==> src/rtl/register_file_mp.sv <==
// register_file_mp
//   Parametrised multi-read-port register file for the 64-bit datapath, placed
//   between decode (read addresses) and writeback (write port). Reads are
//   synchronous with one cycle of latency. A same-cycle write is bypassed to any
//   read of the same address. Entry 0 can be hardwired to zero. After reset, a
//   sweep clears one entry per cycle, and the ports are ignored until the sweep
//   completes.
//
// Ports
//   clk       in   1              rising-edge clock
//   rst       in   1              synchronous, active-high reset
//   ready     out  1              1 = clear sweep finished, ports accepted
//   wr_en     in   1              write strobe
//   wr_addr   in   ADDR_W         write address
//   wr_data   in   DATA_W         write data
//   rd_en     in   NUM_RD         per-port read strobe
//   rd_addr   in   NUM_RD*ADDR_W  port p address = rd_addr[p*ADDR_W +: ADDR_W]
//   rd_data   out  NUM_RD*DATA_W  port p data    = rd_data[p*DATA_W +: DATA_W]
//   rd_valid  out  NUM_RD         per-port: rd_data updated this cycle
module register_file_mp #(
   parameter int DATA_W   = 64,
   parameter int ADDR_W   = 5,
   parameter int NUM_RD   = 2,
   parameter int ZERO_REG = 1
) (
   input  logic                     clk,
   input  logic                     rst,
   output logic                     ready,
   input  logic                     wr_en,
   input  logic [ADDR_W-1:0]        wr_addr,
   input  logic [DATA_W-1:0]        wr_data,
   input  logic [NUM_RD-1:0]        rd_en,
   input  logic [NUM_RD*ADDR_W-1:0] rd_addr,
   output logic [NUM_RD*DATA_W-1:0] rd_data,
   output logic [NUM_RD-1:0]        rd_valid
);

   localparam int DEPTH = 2 ** ADDR_W;

   typedef enum logic {CLEAR, READY} stateType;

   stateType          state;
   stateType          stateNext;
   logic [ADDR_W-1:0] clrIdx;
   logic [DATA_W-1:0] mem [DEPTH];
   logic              writeHit;

   // ---------------------------------------------------------------- FSM
   // NOTE: sequential state uses non-blocking (<=) so every flop samples
   // pre-edge values; blocking here would create order-dependent races.
   always_ff @(posedge clk) begin
      if (rst) state <= CLEAR;
      else     state <= stateNext;
   end

   // NOTE: every always_comb output gets a default first, so no path can
   // leave it unassigned and infer a latch.
   always_comb begin
      stateNext = state;
      if (state == CLEAR && clrIdx == '1) stateNext = READY;
   end

   assign ready = (state == READY);

   // The sweep index only advances while clearing; reset restarts it at 0.
   always_ff @(posedge clk) begin
      if (rst)                 clrIdx <= '0;
      else if (state == CLEAR) clrIdx <= clrIdx + 1'b1;
   end

   // ---------------------------------------------------------------- storage
   // Writes to entry 0 are dropped when it is hardwired to zero.
   assign writeHit = (state == READY) && wr_en &&
                     !((ZERO_REG != 0) && (wr_addr == '0));

   // NOTE: the array has no reset branch. It is zeroed by the clear sweep,
   // which keeps it mappable to RAM/latch-array macros.
   always_ff @(posedge clk) begin
      if (!rst) begin
         if (state == CLEAR) mem[clrIdx]  <= '0;
         else if (writeHit)  mem[wr_addr] <= wr_data;
      end
   end

   // ---------------------------------------------------------------- read ports
   logic [DATA_W-1:0] rdDataQ  [NUM_RD];
   logic              rdValidQ [NUM_RD];

   for (genvar p = 0; p < NUM_RD; p++) begin : gRead
      logic [ADDR_W-1:0] addr;
      assign addr = rd_addr[p*ADDR_W +: ADDR_W];

      always_ff @(posedge clk) begin
         if (rst) begin
            rdDataQ[p]  <= '0;
            rdValidQ[p] <= 1'b0;
         end else if (state == READY && rd_en[p]) begin
            // Priority: hardwired zero, then same-cycle write bypass, then array.
            if ((ZERO_REG != 0) && addr == '0)  rdDataQ[p] <= '0;
            else if (wr_en && wr_addr == addr)  rdDataQ[p] <= wr_data;
            else                                rdDataQ[p] <= mem[addr];
            rdValidQ[p] <= 1'b1;
         end else begin
            rdValidQ[p] <= 1'b0;   // data holds its previous value
         end
      end

      assign rd_data[p*DATA_W +: DATA_W] = rdDataQ[p];
      assign rd_valid[p]                 = rdValidQ[p];
   end

endmodule

==> config.mk <==
export PLATFORM = sky130hd
export DESIGN_NAME = register_file_mp
export DESIGN_NICKNAME = d
export VERILOG_FILES = /design/src/rtl/register_file_mp.sv
export SDC_FILE = /design/constraint.sdc
export NUM_CORES = 2
export LEC_CHECK = 0
export CAP_MARGIN = 10
export CORE_MARGIN = 2
export CORE_UTILIZATION = 57
export CTS_CLUSTER_SIZE = 28
export DETAILED_ROUTE_END_ITERATION = 10
export HOLD_SLACK_MARGIN = 0.15
export PLACE_DENSITY = 0.86
export RECOVER_POWER = 25
export SLEW_MARGIN = 20
export SYNTH_ARGS = -nofsm -noshare
export SYNTH_HDL_FRONTEND = slang
export SYNTH_SLANG_ARGS = --single-unit
==> constraint.sdc <==
create_clock -name clk -period 6.1 [get_ports clk]
set_input_delay 0.915 -clock clk [delete_from_list [all_inputs] [get_ports clk]]
set_output_delay 0.915 -clock clk [all_outputs]
set_load 0.005 [all_outputs]
* Word-level counts from Yosys, hierarchy flattened
Memories as Yosys holds them, arrays and structs flattened.
Cells that the tools add are included.
** Storage, ports and cells
- Bits in writable memories :: 2178
- Bits in read-only memories :: 0
- Input port bits :: 84
- Register bits after elaboration :: 6
- Output and inout bits :: 131
- Memories :: 3
- Latch bits :: 0
** Memory list
- mem :: depth 32, width 64, rd ports 2, clocked after Yosys merged registers in 0, write ports 1, line 45 : logic [DATA_W-1:0] mem [DEPTH];
- rdDataQ :: depth 2, width 64, rd ports 2, clocked after Yosys merged registers in 0, write ports 2, line 86 : logic [DATA_W-1:0] rdDataQ [NUM_RD];
- rdValidQ :: depth 2, width 1, rd ports 2, clocked after Yosys merged registers in 0, write ports 2, line 87 : logic rdValidQ [NUM_RD];
** Cells by class
- Order comparisons :: 0
- Add/subtract/negate cells :: 1
- Eq/ne operators :: 3
- Div/mod/pow operators :: 0
- Reduce and logical (&&, ||, !) cells :: 12
- Shift operators :: 0
- Bitwise logic cells :: 11
- Multiplexer cells :: 62
- Multipliers :: 0
** Operators by type and width (count)
- $mux 64 :: 7
- $reduce_or 64->1 :: 1
- $mux 1 :: 54
- $logic_not 5->1 :: 3
- $eq 5x5->1 :: 2
- $or 1x1->1 :: 10
- $logic_and 1x1->1 :: 7
- $add 5x1->5 const B :: 1
- $eq 5x5->1 const B :: 1
- $mux 5 :: 1
- $logic_not 1->1 :: 1
- $not 1->1 :: 1

* Longest topological paths before layout
- Word-level depth :: 9
- Depth in mapped cells :: 10
- Gate-level depth less buffers :: 5

* Worst setup path before layout
Ideal clock, no wire load.
- Path kind :: input to register
- Start :: in wr_addr[4]
- End :: mem mem[16][0], enable pin
- Stages on the path :: 7
- Arrival :: 5.016 ns
- Setup slack :: 0.598 ns
- Cells stage by stage :: clkbuf_1 -> or4_1 -> o21a_1 -> buf_2 -> nor3b_1 -> a31oi_2 -> nor2_1
** On the way
- Word-level cells in the longest chain between the ends :: 9
** Ends and longest elaborated chain
- start: declaration :: line 30 : input logic [ADDR_W-1:0] wr_addr,
- $logic_not 5->1 :: line 74 : !((ZERO_REG != 0) && (wr_addr == '0));
- $logic_not 1->1 :: line 74
- $logic_and 1x1->1 :: line 73 : assign writeHit = (state == READY) && wr_en &&
- $mux 1 :: line 81 : else if (writeHit) mem[wr_addr] <= wr_data;
- $mux 1 :: line 80 : if (state == CLEAR) mem[clrIdx] <= '0;
- $mux 1 :: line 79 : if (!rst) begin
- $mux 1 (implied by the code) :: line 81
- $reduce_or 64->1 (no source line)
- $mux 5 (no source line) or $mux 1 (tied branches)
- end: declaration :: line 45
Parallel ways exist; a longest one is shown, timed or not.

==> impl_metrics.csv <==
group,metric,value,unit
floorplanning,dieWidth,423,µm
min_path,hp-start,"clrIdx[3]$_SDFFE_PP0N_",
placed_design,hpwl,175000,µm
worst_setup_path,cp-end-kind,"register",
routing,ant_nets,0,
global_route,grt_pass1_wl,453000,µm
sta,finalWorstSetupSlack,0.961,ns
min_path,min_to,"clrIdx[3]$_SDFFE_PP0N_",
power_and_ir_drop,total_power,0.0317,W
worst_setup_path,r2r_slack,1.04,ns
routing,vias,63500,
global_route,grtUsageTotal,35.3,%
floorplanning,die_h,423,µm
routing,viasPerCell,7.83,
cts,clk_latency,0.89,ns
sta,relSlewSlack,-103,%
placed_design,post-place-ws,1.20,ns
sta,max_freq,195,MHz
logic_synthesis,syn_avg_cell_area,18.5,µm²
logic_synthesis,synth_cell_type_count,58,
routing,drc,2,
run,drv_cap,20,
placed_design,io_buffer_count,214,
logic_synthesis,synth-edff-count,2178,
floorplanning,die_area,0.179,mm²
sta,grt_setup_unrepaired,"no",
cells_and_area,fin_nets,5685,
sta,finalClockSkew,0.0469,ns
power_and_ir_drop,p_per_area,282,mW/mm²
cells_and_area,n_fill_cell,10800,
cells_and_area,area_growth,12.1,%
sta,setup_viol,0,
worst_setup_path,r2r_cells,6,
sta,fin_crit_sh,84.2,%
floorplanning,core,0.174,mm²
power_and_ir_drop,p_leak,33.1,nW
cts,cts-resized-gates,0,
cells_and_area,mostFrequentLayoutCells,"edfxtp_1, mux4_2, mux2i_1",
routing,postRouteWirelength,319000,µm
worst_setup_path,required,6.71,ns
sta,hold_viol_final,0,
logic_synthesis,ys_async_sr_fraction,0,%
cells_and_area,final_common_cell,"edfxtp_1",
cts,root_buffer,"clkbuf_16",
logic_synthesis,syn_area,0.100,mm²
floorplanning,ios,215,
worst_setup_path,rr_endpoint,"rdDataQ[1][61]$_SDFFCE_PN0P_",
logic_synthesis,netlist_instances,5435,
min_path,hold_class,"register to register",
floorplanning,start_util,57.5,%
sta,tns,0,ns
routing,drt-initial-drc-count,11100,
sta,drv_slew,611,
placed_design,routabilityCongestion,0.879,
cts,clkTransAtPathRegs,0.06,ns
routing,firstDrtPassIters,11,
cts,postCtsHoldBufs,0,
logic_synthesis,synth_seq_cells,2184,
sta,worstMarginPinSlew,3.05,ns
global_route,grt_max_degree,108,
run_status,violations,"DRC, capacitance limit, slew limit",
global_route,grt.overflow.total,0,
min_path,holdPathStages,2,
global_route,grt_pass1_vias,64800,
cts,cts_setup_buffers,0,
power_and_ir_drop,max-vdd-ir-drop,0.333,mV
worst_setup_path,crit_arrival,5.75,ns
worst_setup_path,path_class,"input pin to register",
global_route,antenna_found_initial,13,
cts,htree_levels,4,
cts,cts_sinks,2184,
sta,finalCriticalPeriod,5.14,ns
worst_setup_path,crit_fanout,21,
cts,cts_tree,"yes",
logic_synthesis,yosysSeqAreaShare,65.3,%
cts,cts_buffers,210,
run_status,status,"finished, violations left",
cells_and_area,drive_gt1_share,24.2,%
routing,wl_per_cell,39.3,µm
worst_setup_path,r2r_start,"ready$_SDFFE_PP0P_",
floorplanning,row_count,153,
logic_synthesis,yosys_warnings,0,
cts,cts_buffer_depth,3,
worst_setup_path,worst_setup_path_start_kind,"input pin",
logic_synthesis,synth_ff_type,"edfxtp_1",
-- metal layers --
layer  vias up  part of all wire [%]  track usage (%)
met4        12                   8.8             25.4
met5         -                 0.023                0
met1     31500                    30             43.0
li1      23500                     -                -
met2      6611                    46             54.0
met3      1790                    15             10.7
-- where the power goes --
part           internal [W]  total, W  switching [W]
registers            0.0164    0.0165      0.0000662
logic              0.000822   0.00216        0.00134
clock network       0.00732    0.0131        0.00578
total                0.0246    0.0317        0.00719
-- Yosys cell counts (3+ instances only) --
| master | number | share of area [%] |
|---|---|---|
| edfxtp_1 | 2178 | 65 |
| mux4_2 | 709 | 16 |
| mux2i_1 | 599 | 6.0 |
| clkbuf_1 | 198 | 0.74 |
| a22o_1 | 175 | 1.5 |
| a211oi_1 | 156 | 1.2 |
| buf_2 | 155 | 0.77 |
| o22ai_1 | 140 | 0.87 |
| nand2_1 | 138 | 0.52 |
| mux2_2 | 135 | 1.5 |
| a21oi_1 | 103 | 0.51 |
| nor2_1 | 103 | 0.39 |
| o221ai_1 | 94 | 0.82 |
| a22oi_1 | 90 | 0.67 |
| o21ai_0 | 86 | 0.43 |
| and2_1 | 69 | 0.43 |
| buf_4 | 51 | 0.38 |
| a311oi_1 | 31 | 0.27 |
| buf_1 | 25 | 0.094 |
| buf_6 | 22 | 0.25 |
| nor2b_1 | 21 | 0.13 |
| a311o_1 | 20 | 0.20 |
| o2111ai_1 | 13 | 0.11 |
| a221oi_1 | 11 | 0.096 |
| xnor2_1 | 11 | 0.096 |
| o31ai_1 | 10 | 0.075 |
| a221o_1 | 8 | 0.080 |
| nand2b_1 | 8 | 0.050 |
| o221a_2 | 8 | 0.090 |
| a211o_1 | 6 | 0.052 |
| dfxtp_1 | 6 | 0.12 |
| nand3b_1 | 4 | 0.030 |
| o211a_1 | 4 | 0.040 |
| o21ai_1 | 4 | 0.020 |
| a2111oi_0 | 3 | 0.026 |
| a31oi_2 | 3 | 0.037 |
| inv_1 | 3 | 0.011 |
| nand3_1 | 3 | 0.015 |
| nand4_1 | 3 | 0.019 |
| nor3_1 | 3 | 0.015 |
| or3b_2 | 3 | 0.026 |
-- critical path, cell delays in order --
cell           delay [ns]
dlygate4sd3_1        0.70
nor2_1               0.43
nor4bb_1             1.86
clkbuf_1             1.42
nand2_1              0.15
o21ai_0              0.26
-- final cells by class --
| cell class | instances | area [µm²] | share of cell area (%) |
|---|---|---|---|
| inverter | 3 | 11.3 | 0.0100 |
| clock buffer | 266 | 5570 | 4.95 |
| multi-input combinational | 2797 | 32900 | 29.3 |
| sequential | 2184 | 65500 | 58.3 |
| tap | 2325 | 2910 | 2.59 |
| antenna | 7 | 17.5 | 0.0156 |
| timing repair buffer | 403 | 4280 | 3.81 |
| clock inverter | 119 | 1240 | 1.10 |
-- sequential cells by signal, indices dropped and copies added (netlist names) --
signal,cells
ready,1
mem,2048
rdValidQ,2
rdDataQ,128
clrIdx,5
-- through the flow --
step / instances / utilization [%] / hold WS, ns / instance area (µm²)
floorplan: 5436 / - / 0.515 / 100000
finish: 8104 / 64.5 / 0.592 / 112000
CTS: 8095 / 64.5 / 0.592 / 112000
detailed placement: 7710 / 60.6 / 0.573 / 106000
global placement: 7709 / 60.6 / 0.570 / 106000
global route: 8101 / 64.5 / 0.621 / 112000
-- worst max-delay path by stage --
stage                          start                           end
final                            rst  rdDataQ[1][61]$_SDFFCE_PN0P_
after global routing      rd_addr[0]      rdDataQ[0][20]$_DFFE_PP_
after CTS                        rst         mem[21][31]$_DFFE_PP_
after detailed placement         rst         mem[21][31]$_DFFE_PP_
after global placement           rst          mem[21][2]$_DFFE_PP_
after floorplan           wr_addr[4]          mem[16][0]$_DFFE_PP_
-- logic make-up after synthesis --
logic type | share of synthesized area [%]
flops | 65.3
buf+inv | 2.25
mux | 23.4
simple gates | 1.70
compound gates | 7.16
xor+xnor | 0.114
fa+ha+maj | 0.0249
other cells | 0.00374
Power figures use the tool's default switching activity.
